[src/rtl/shift_arb32.sv]
// Two-port round-robin arbiter in front of a single shared 32-bit shifter
// (SLL/SRL/SRA/ROR) with a one-entry result register and stall counter.
module shift_arb32 #(
   parameter bit PRIO_INIT = 1'b0
) (
   input  logic        clk,
   input  logic        rst,
   input  logic        a_valid,
   output logic        a_ready,
   input  logic [31:0] a_data,
   input  logic [31:0] a_shamt,
   input  logic [1:0]  a_op,
   input  logic        b_valid,
   output logic        b_ready,
   input  logic [31:0] b_data,
   input  logic [31:0] b_shamt,
   input  logic [1:0]  b_op,
   output logic        res_valid,
   input  logic        res_ready,
   output logic [31:0] res_data,
   output logic        res_id,
   output logic [7:0]  busy_cnt
);

   typedef enum logic {EMPTY = 1'b0, FULL = 1'b1} state_t;

   state_t      state_reg, state_next;
   logic        prio_reg, prio_next;
   logic [31:0] res_data_reg, res_data_next;
   logic        res_id_reg, res_id_next;
   logic [7:0]  busy_cnt_reg, busy_cnt_next;

   logic        can_accept, grant_a, grant_b, grant;
   logic [31:0] sh_data, sh_result;
   logic [4:0]  sh_amt;
   logic [1:0]  sh_op;
   logic [63:0] rot_wide;

   // Grant depends only on valids, FSM state and priority, never on operands.
   always_comb begin
      can_accept = !rst && ((state_reg == EMPTY) || res_ready);
      grant_a    = can_accept && a_valid && (!b_valid || !prio_reg);
      grant_b    = can_accept && b_valid && (!a_valid ||  prio_reg);
      grant      = grant_a || grant_b;
   end

   always_comb begin
      sh_data = grant_b ? b_data       : a_data;
      sh_amt  = grant_b ? b_shamt[4:0] : a_shamt[4:0];
      sh_op   = grant_b ? b_op         : a_op;
   end

   // Rotate is taken from the low half of the doubled operand shifted right.
   always_comb begin
      rot_wide  = {sh_data, sh_data} >> sh_amt;
      sh_result = sh_data;
      case (sh_op)
         2'b00:   sh_result = sh_data << sh_amt;
         2'b01:   sh_result = sh_data >> sh_amt;
         2'b10:   sh_result = $signed(sh_data) >>> sh_amt;
         default: sh_result = rot_wide[31:0];
      endcase
   end

   always_comb begin
      state_next    = state_reg;
      prio_next     = prio_reg;
      res_data_next = res_data_reg;
      res_id_next   = res_id_reg;
      busy_cnt_next = busy_cnt_reg;
      if (grant) begin
         state_next    = FULL;
         res_data_next = sh_result;
         res_id_next   = grant_b;
         prio_next     = grant_a;
      end else if ((state_reg == FULL) && res_ready) begin
         state_next = EMPTY;
      end
      if ((a_valid || b_valid) && !can_accept && (busy_cnt_reg != 8'hFF))
         busy_cnt_next = busy_cnt_reg + 8'd1;
   end

   always_ff @(posedge clk) begin
      if (rst) begin
         state_reg    <= EMPTY;
         prio_reg     <= PRIO_INIT;
         res_data_reg <= 32'd0;
         res_id_reg   <= 1'b0;
         busy_cnt_reg <= 8'd0;
      end else begin
         state_reg    <= state_next;
         prio_reg     <= prio_next;
         res_data_reg <= res_data_next;
         res_id_reg   <= res_id_next;
         busy_cnt_reg <= busy_cnt_next;
      end
   end

   assign a_ready   = grant_a;
   assign b_ready   = grant_b;
   assign res_valid = (state_reg == FULL);
   assign res_data  = res_data_reg;
   assign res_id    = res_id_reg;
   assign busy_cnt  = busy_cnt_reg;

endmodule

[config.mk]
export PLATFORM = sky130hd
export DESIGN_NAME = shift_arb32
export DESIGN_NICKNAME = d
export VERILOG_FILES = /design/src/rtl/shift_arb32.sv
export SDC_FILE = /design/constraint.sdc
export NUM_CORES = 1
export LEC_CHECK = 0
export CORE_ASPECT_RATIO = 1.5
export CORE_MARGIN = 2
export CORE_UTILIZATION = 35
export CTS_CLUSTER_DIAMETER = 120
export DETAILED_ROUTE_END_ITERATION = 8
export RECOVER_POWER = 100
export SETUP_SLACK_MARGIN = 0.05
export SYNTH_ARGS = -nofsm -noshare
export SYNTH_HDL_FRONTEND = slang
export SYNTH_SLANG_ARGS = --single-unit
[constraint.sdc]
create_clock -name clk -period 2.3 [get_ports clk]
set_input_delay 0.345 -clock clk [delete_from_list [all_inputs] [get_ports clk]]
set_output_delay 0.345 -clock clk [all_outputs]
set_load 0.01 [all_outputs]
==> metrics.txt <==
# TYPE chip_impl_metric gauge
chip_impl_metric{name="seqCellArea",unit="um2"} 863
chip_impl_info{name="synth_largest_area_cell",value="mux2i_1"} 1
chip_impl_metric{name="cells_after_dpl",unit=""} 1827
chip_impl_metric{name="rows",unit=""} 74
chip_impl_info{name="status",value="finished with violations"} 1
chip_impl_info{name="cts.root.buffer_cell",value="clkbuf_16"} 1
chip_impl_info{name="holdCritPathClass",value="reg2reg"} 1
chip_impl_metric{name="clkPwrFrac",unit="%"} 12.7
chip_impl_metric{name="maxClockFrequency",unit="MHz"} 387
chip_impl_metric{name="post_layout_nonfiller_instances",unit=""} 1899
chip_impl_metric{name="syn_area",unit="um2"} 9650
chip_impl_metric{name="fillerInstances",unit=""} 2479
chip_impl_metric{name="final_design_instance_area_without_fill",unit="um2"} 16400
chip_impl_metric{name="maxCapViolCount",unit=""} 0
chip_impl_metric{name="wl_per_cell",unit="um"} 28.7
chip_impl_metric{name="area_used_by_multi_input_combinational_logic",unit="um2"} 9220
chip_impl_metric{name="total_power",unit="W"} 0.00651
chip_impl_metric{name="timing.final.max_slew_violations",unit=""} 0
chip_impl_metric{name="ant_nets",unit=""} 0
chip_impl_metric{name="share_of_post_route_cells_with_drive_strength_above_1",unit="%"} 53.9
chip_impl_info{name="cp_top_family",value="buffers and inverters"} 1
chip_impl_metric{name="grt_usage",unit="%"} 35.8
chip_impl_metric{name="max_stage_delay",unit="ns"} 0.33
chip_impl_metric{name="power.combinational.fraction",unit="%"} 73.9
chip_impl_metric{name="detailedPlacementHpwl",unit="um"} 42500
chip_impl_metric{name="cellPowerDensity",unit="nW/um2"} 397
chip_impl_metric{name="synth.yosys.warnings",unit=""} 0
chip_impl_metric{name="crit_arrival",unit="ns"} 2.75
chip_impl_metric{name="placed_cell_area",unit="um2"} 14200
chip_impl_metric{name="grt_max_degree",unit=""} 28
chip_impl_metric{name="yosys_register_bits",unit=""} 43
chip_impl_metric{name="drt-vias-per-instance",unit=""} 6.32
chip_impl_metric{name="cts_max_level",unit=""} 2
chip_impl_info{name="timing.critical_path.cells",value="buf_6 > nand2b_4 > nand4_4 > clkinv_4 > buf_12 > buf_12 > a21boi_4 > buf_12 > bufbuf_16 > o21a_1 > a22o_2 > a221oi_2 > nor3_1"} 1
chip_impl_metric{name="holdWs",unit="ns"} 0.446
chip_impl_metric{name="slew-limit-headroom",unit="%"} 54.0
chip_impl_metric{name="ratio_of_final_minimum_period_to_clock_period",unit="%"} 112
chip_impl_metric{name="drc",unit=""} 0
chip_impl_metric{name="cts_sinks",unit=""} 43
chip_impl_metric{name="syn_to_final_growth",unit="%"} 70.1
chip_impl_metric{name="synthCells",unit=""} 1048
chip_impl_metric{name="power_leakage",unit="nW"} 7.11
chip_impl_metric{name="max-clock-path-buffers",unit=""} 2
chip_impl_metric{name="synth_sequential_area_ratio",unit="%"} 8.92
chip_impl_metric{name="setup_violations",unit=""} 33
chip_impl_metric{name="cts_inserted_buffers",unit=""} 5
chip_impl_metric{name="worst_clock_skew",unit="ns"} 0.00373
chip_impl_info{name="timing.critical_path.slowest_stage_cell",value="dfxtp_2"} 1
chip_impl_metric{name="grt_antenna_before_repair",unit=""} 0
chip_impl_metric{name="die_height",unit="um"} 207
chip_impl_metric{name="timing_hold_violations_final",unit=""} 0
chip_impl_metric{name="setup-tns-final",unit="ns"} -5.91
chip_impl_metric{name="path_buf_inv",unit=""} 6
chip_impl_info{name="critical_path.most_common_cell",value="buf_12"} 1
chip_impl_metric{name="seq_power_share",unit="%"} 13.4
chip_impl_metric{name="asr_flop_ratio_synth",unit="%"} 0
chip_impl_info{name="cp-end-kind",value="register"} 1
chip_impl_metric{name="first_global_vias",unit=""} 11900
chip_impl_info{name="clock_tree_from_tritoncts",value="done"} 1
chip_impl_metric{name="p_sw",unit="W"} 0.00280
chip_impl_metric{name="smallest_setup_slack_after_layout",unit="ns"} -0.286
chip_impl_metric{name="placeableCoreArea",unit="um2"} 27200
chip_impl_metric{name="netlist.area_leader.share",unit="%"} 17.8
chip_impl_info{name="ys_top_cells_by_area",value="mux2i_1 18%, mux4_2 18%, dfxtp_1 8.9%, mux2_2 8.5%, mux4_1 5.7%"} 1
chip_impl_metric{name="ios",unit=""} 181
chip_impl_metric{name="count_of_flip_flops_with_a_built_in_enable_after_synthesis",unit=""} 0
chip_impl_metric{name="starting_density_of_the_core",unit="%"} 35.5
chip_impl_metric{name="worstMarginPinSlew",unit="ns"} 0.684
chip_impl_metric{name="worst_skew_pair.late_latency",unit="ns"} 0.30
chip_impl_metric{name="required",unit="ns"} 2.46
chip_impl_metric{name="syn-mean-instance-area",unit="um2"} 9.21
chip_impl_metric{name="grt_pass1_wl",unit="um"} 77800
chip_impl_info{name="synth-main-ff-cell",value="dfxtp_1"} 1
chip_impl_metric{name="num_antenna_cells",unit=""} 0
chip_impl_metric{name="worstPathMaxFanout",unit=""} 7
chip_impl_info{name="setup.worst_path.start_class",value="register"} 1
chip_impl_metric{name="largest_register_ff_count",unit=""} 32
chip_impl_metric{name="ys_types",unit=""} 72
chip_impl_metric{name="detail_route.iter0.violations",unit=""} 1034
chip_impl_metric{name="syn_nets",unit=""} 1186
chip_impl_info{name="final_common_cell",value="buf_4"} 1
chip_impl_metric{name="switching_share",unit="%"} 43.1
chip_impl_metric{name="die-width",unit="um"} 140
chip_impl_metric{name="globalplace.congestion",unit=""} 1.04
chip_impl_info{name="violated_checks",value="negative setup slack"} 1
chip_impl_metric{name="final_worst_path_period_need",unit="ns"} 2.59
chip_impl_metric{name="vias_after_detailed_routing",unit=""} 12000
chip_impl_metric{name="internal_power",unit="W"} 0.00371
chip_impl_metric{name="nNetsFinal",unit=""} 1695
chip_impl_metric{name="full_die_area",unit="um2"} 28900
chip_impl_metric{name="sum_of_overflow_across_all_layers_after_global_routing",unit=""} 0
chip_impl_metric{name="io_buffers",unit=""} 126
chip_impl_metric{name="irDropWorstVdd",unit="mV"} 0.502
chip_impl_metric{name="route.final.wire_length",unit="um"} 54600
chip_impl_info{name="critPathKind",value="reg2reg"} 1
chip_impl_info{name="most-common-layout-cells",value="403 x buf_4, 132 x mux2i_1, 88 x mux4_2"} 1
chip_impl_info{name="rsz_0062_raised_after_global_routing",value="yes"} 1
chip_impl_metric{name="cts.clk_slew.worst_paths",unit="ns"} 0.06
chip_impl_metric{name="firstDrtPassIters",unit=""} 5
chip_impl_metric{name="number_of_hold_repair_buffers_added_at_the_cts_stage",unit=""} 0
-- per-layer routing --
layer,share of wire [%],wire length (um),up-vias,global-route usage [%]
met5,0,0,-,0
met4,9.9,5410,0,24.8
met3,6.1,3310,246,3.64
met2,49,26700,632,63.6
met1,35,19200,5881,39.9
li1,-,-,5241,-
-- tightest hold or removal path: stages (launching register included) --
cell and delay [ns]:
dfxtp_1 0.31, nand2_1 0.05, o21ai_1 0.05
-- worst paths after layout --
path                      from           end  slack (ns)  depth (start not counted)
hold reg to reg   res_data[10]  res_data[10]        0.45                          2
setup / recovery     res_valid  res_data[13]       -0.29                         13
hold / removal    res_data[10]  res_data[10]        0.45                          2
setup reg to reg     res_valid  res_data[13]       -0.29                         13
-- synthesized netlist by cell type, types with 6 or more instances --
library cell,n
a211oi_1,22
a21oi_1,56
a221oi_1,14
a22oi_1,8
a31oi_1,23
and2_1,6
buf_2,40
buf_4,18
buf_6,21
clkbuf_1,25
dfxtp_1,43
inv_1,8
mux2_2,73
mux2i_1,172
mux4_1,21
mux4_2,75
nand2_1,60
nand2b_1,10
nand3_1,30
nor2_1,82
nor2b_1,10
nor3_1,18
o211ai_1,8
o21ai_0,62
o221ai_1,17
o22ai_1,9
o31ai_1,7
o32ai_1,7
o41ai_1,6
-- metrics by stage --
stage	setup WS [ns]	util, %
finish	-0.286	60.3
global route	-0.338	60.3
CTS	-0.269	56.6
detailed placement	-0.857	52.2
global placement	-0.892	52.2
floorplan	0.0591	-
-- cell type report --
type	count	area share [%]
Sequential cell	43	5.26
Clock inverter	1	0.183
Multi-Input combinational cell	884	56.1
Timing Repair Buffer	611	34.7
Inverter	12	0.305
Clock buffer	6	0.785
Tap cell	342	2.61
-- power groups by stage --
stage | Clock [W] | Sequential, W | Combinational, W
floorplan | 0 | 0.000907 | 0.00178
global route | 0.000855 | 0.000880 | 0.00497
CTS | 0.000840 | 0.000872 | 0.00432
global placement | 0 | 0.000887 | 0.00390
finish | 0.000829 | 0.000871 | 0.00481
detailed placement | 0 | 0.000889 | 0.00390
-- what timing repair did --
action,4_1_cts,5_1_grt
gates cloned,9,3
setup endpoints to repair,34,32
hold endpoints to repair,0,0
pin swaps,39,53
buffers inserted,32,28
gates resized for setup,159,185
-- kinds of logic after synthesis --
kind of cell               share of synthesized area, %
AOI/OAI and AO/OA                                  21.0
xor gates and xnor gates                          0.635
buffers and inverters                              7.69
DFF                                                8.92
muxes                                              50.2
and+or+nand+nor                                    11.4
adders and majority gates                         0.130
No activity file was read; power rests on OpenSTA's default activity.
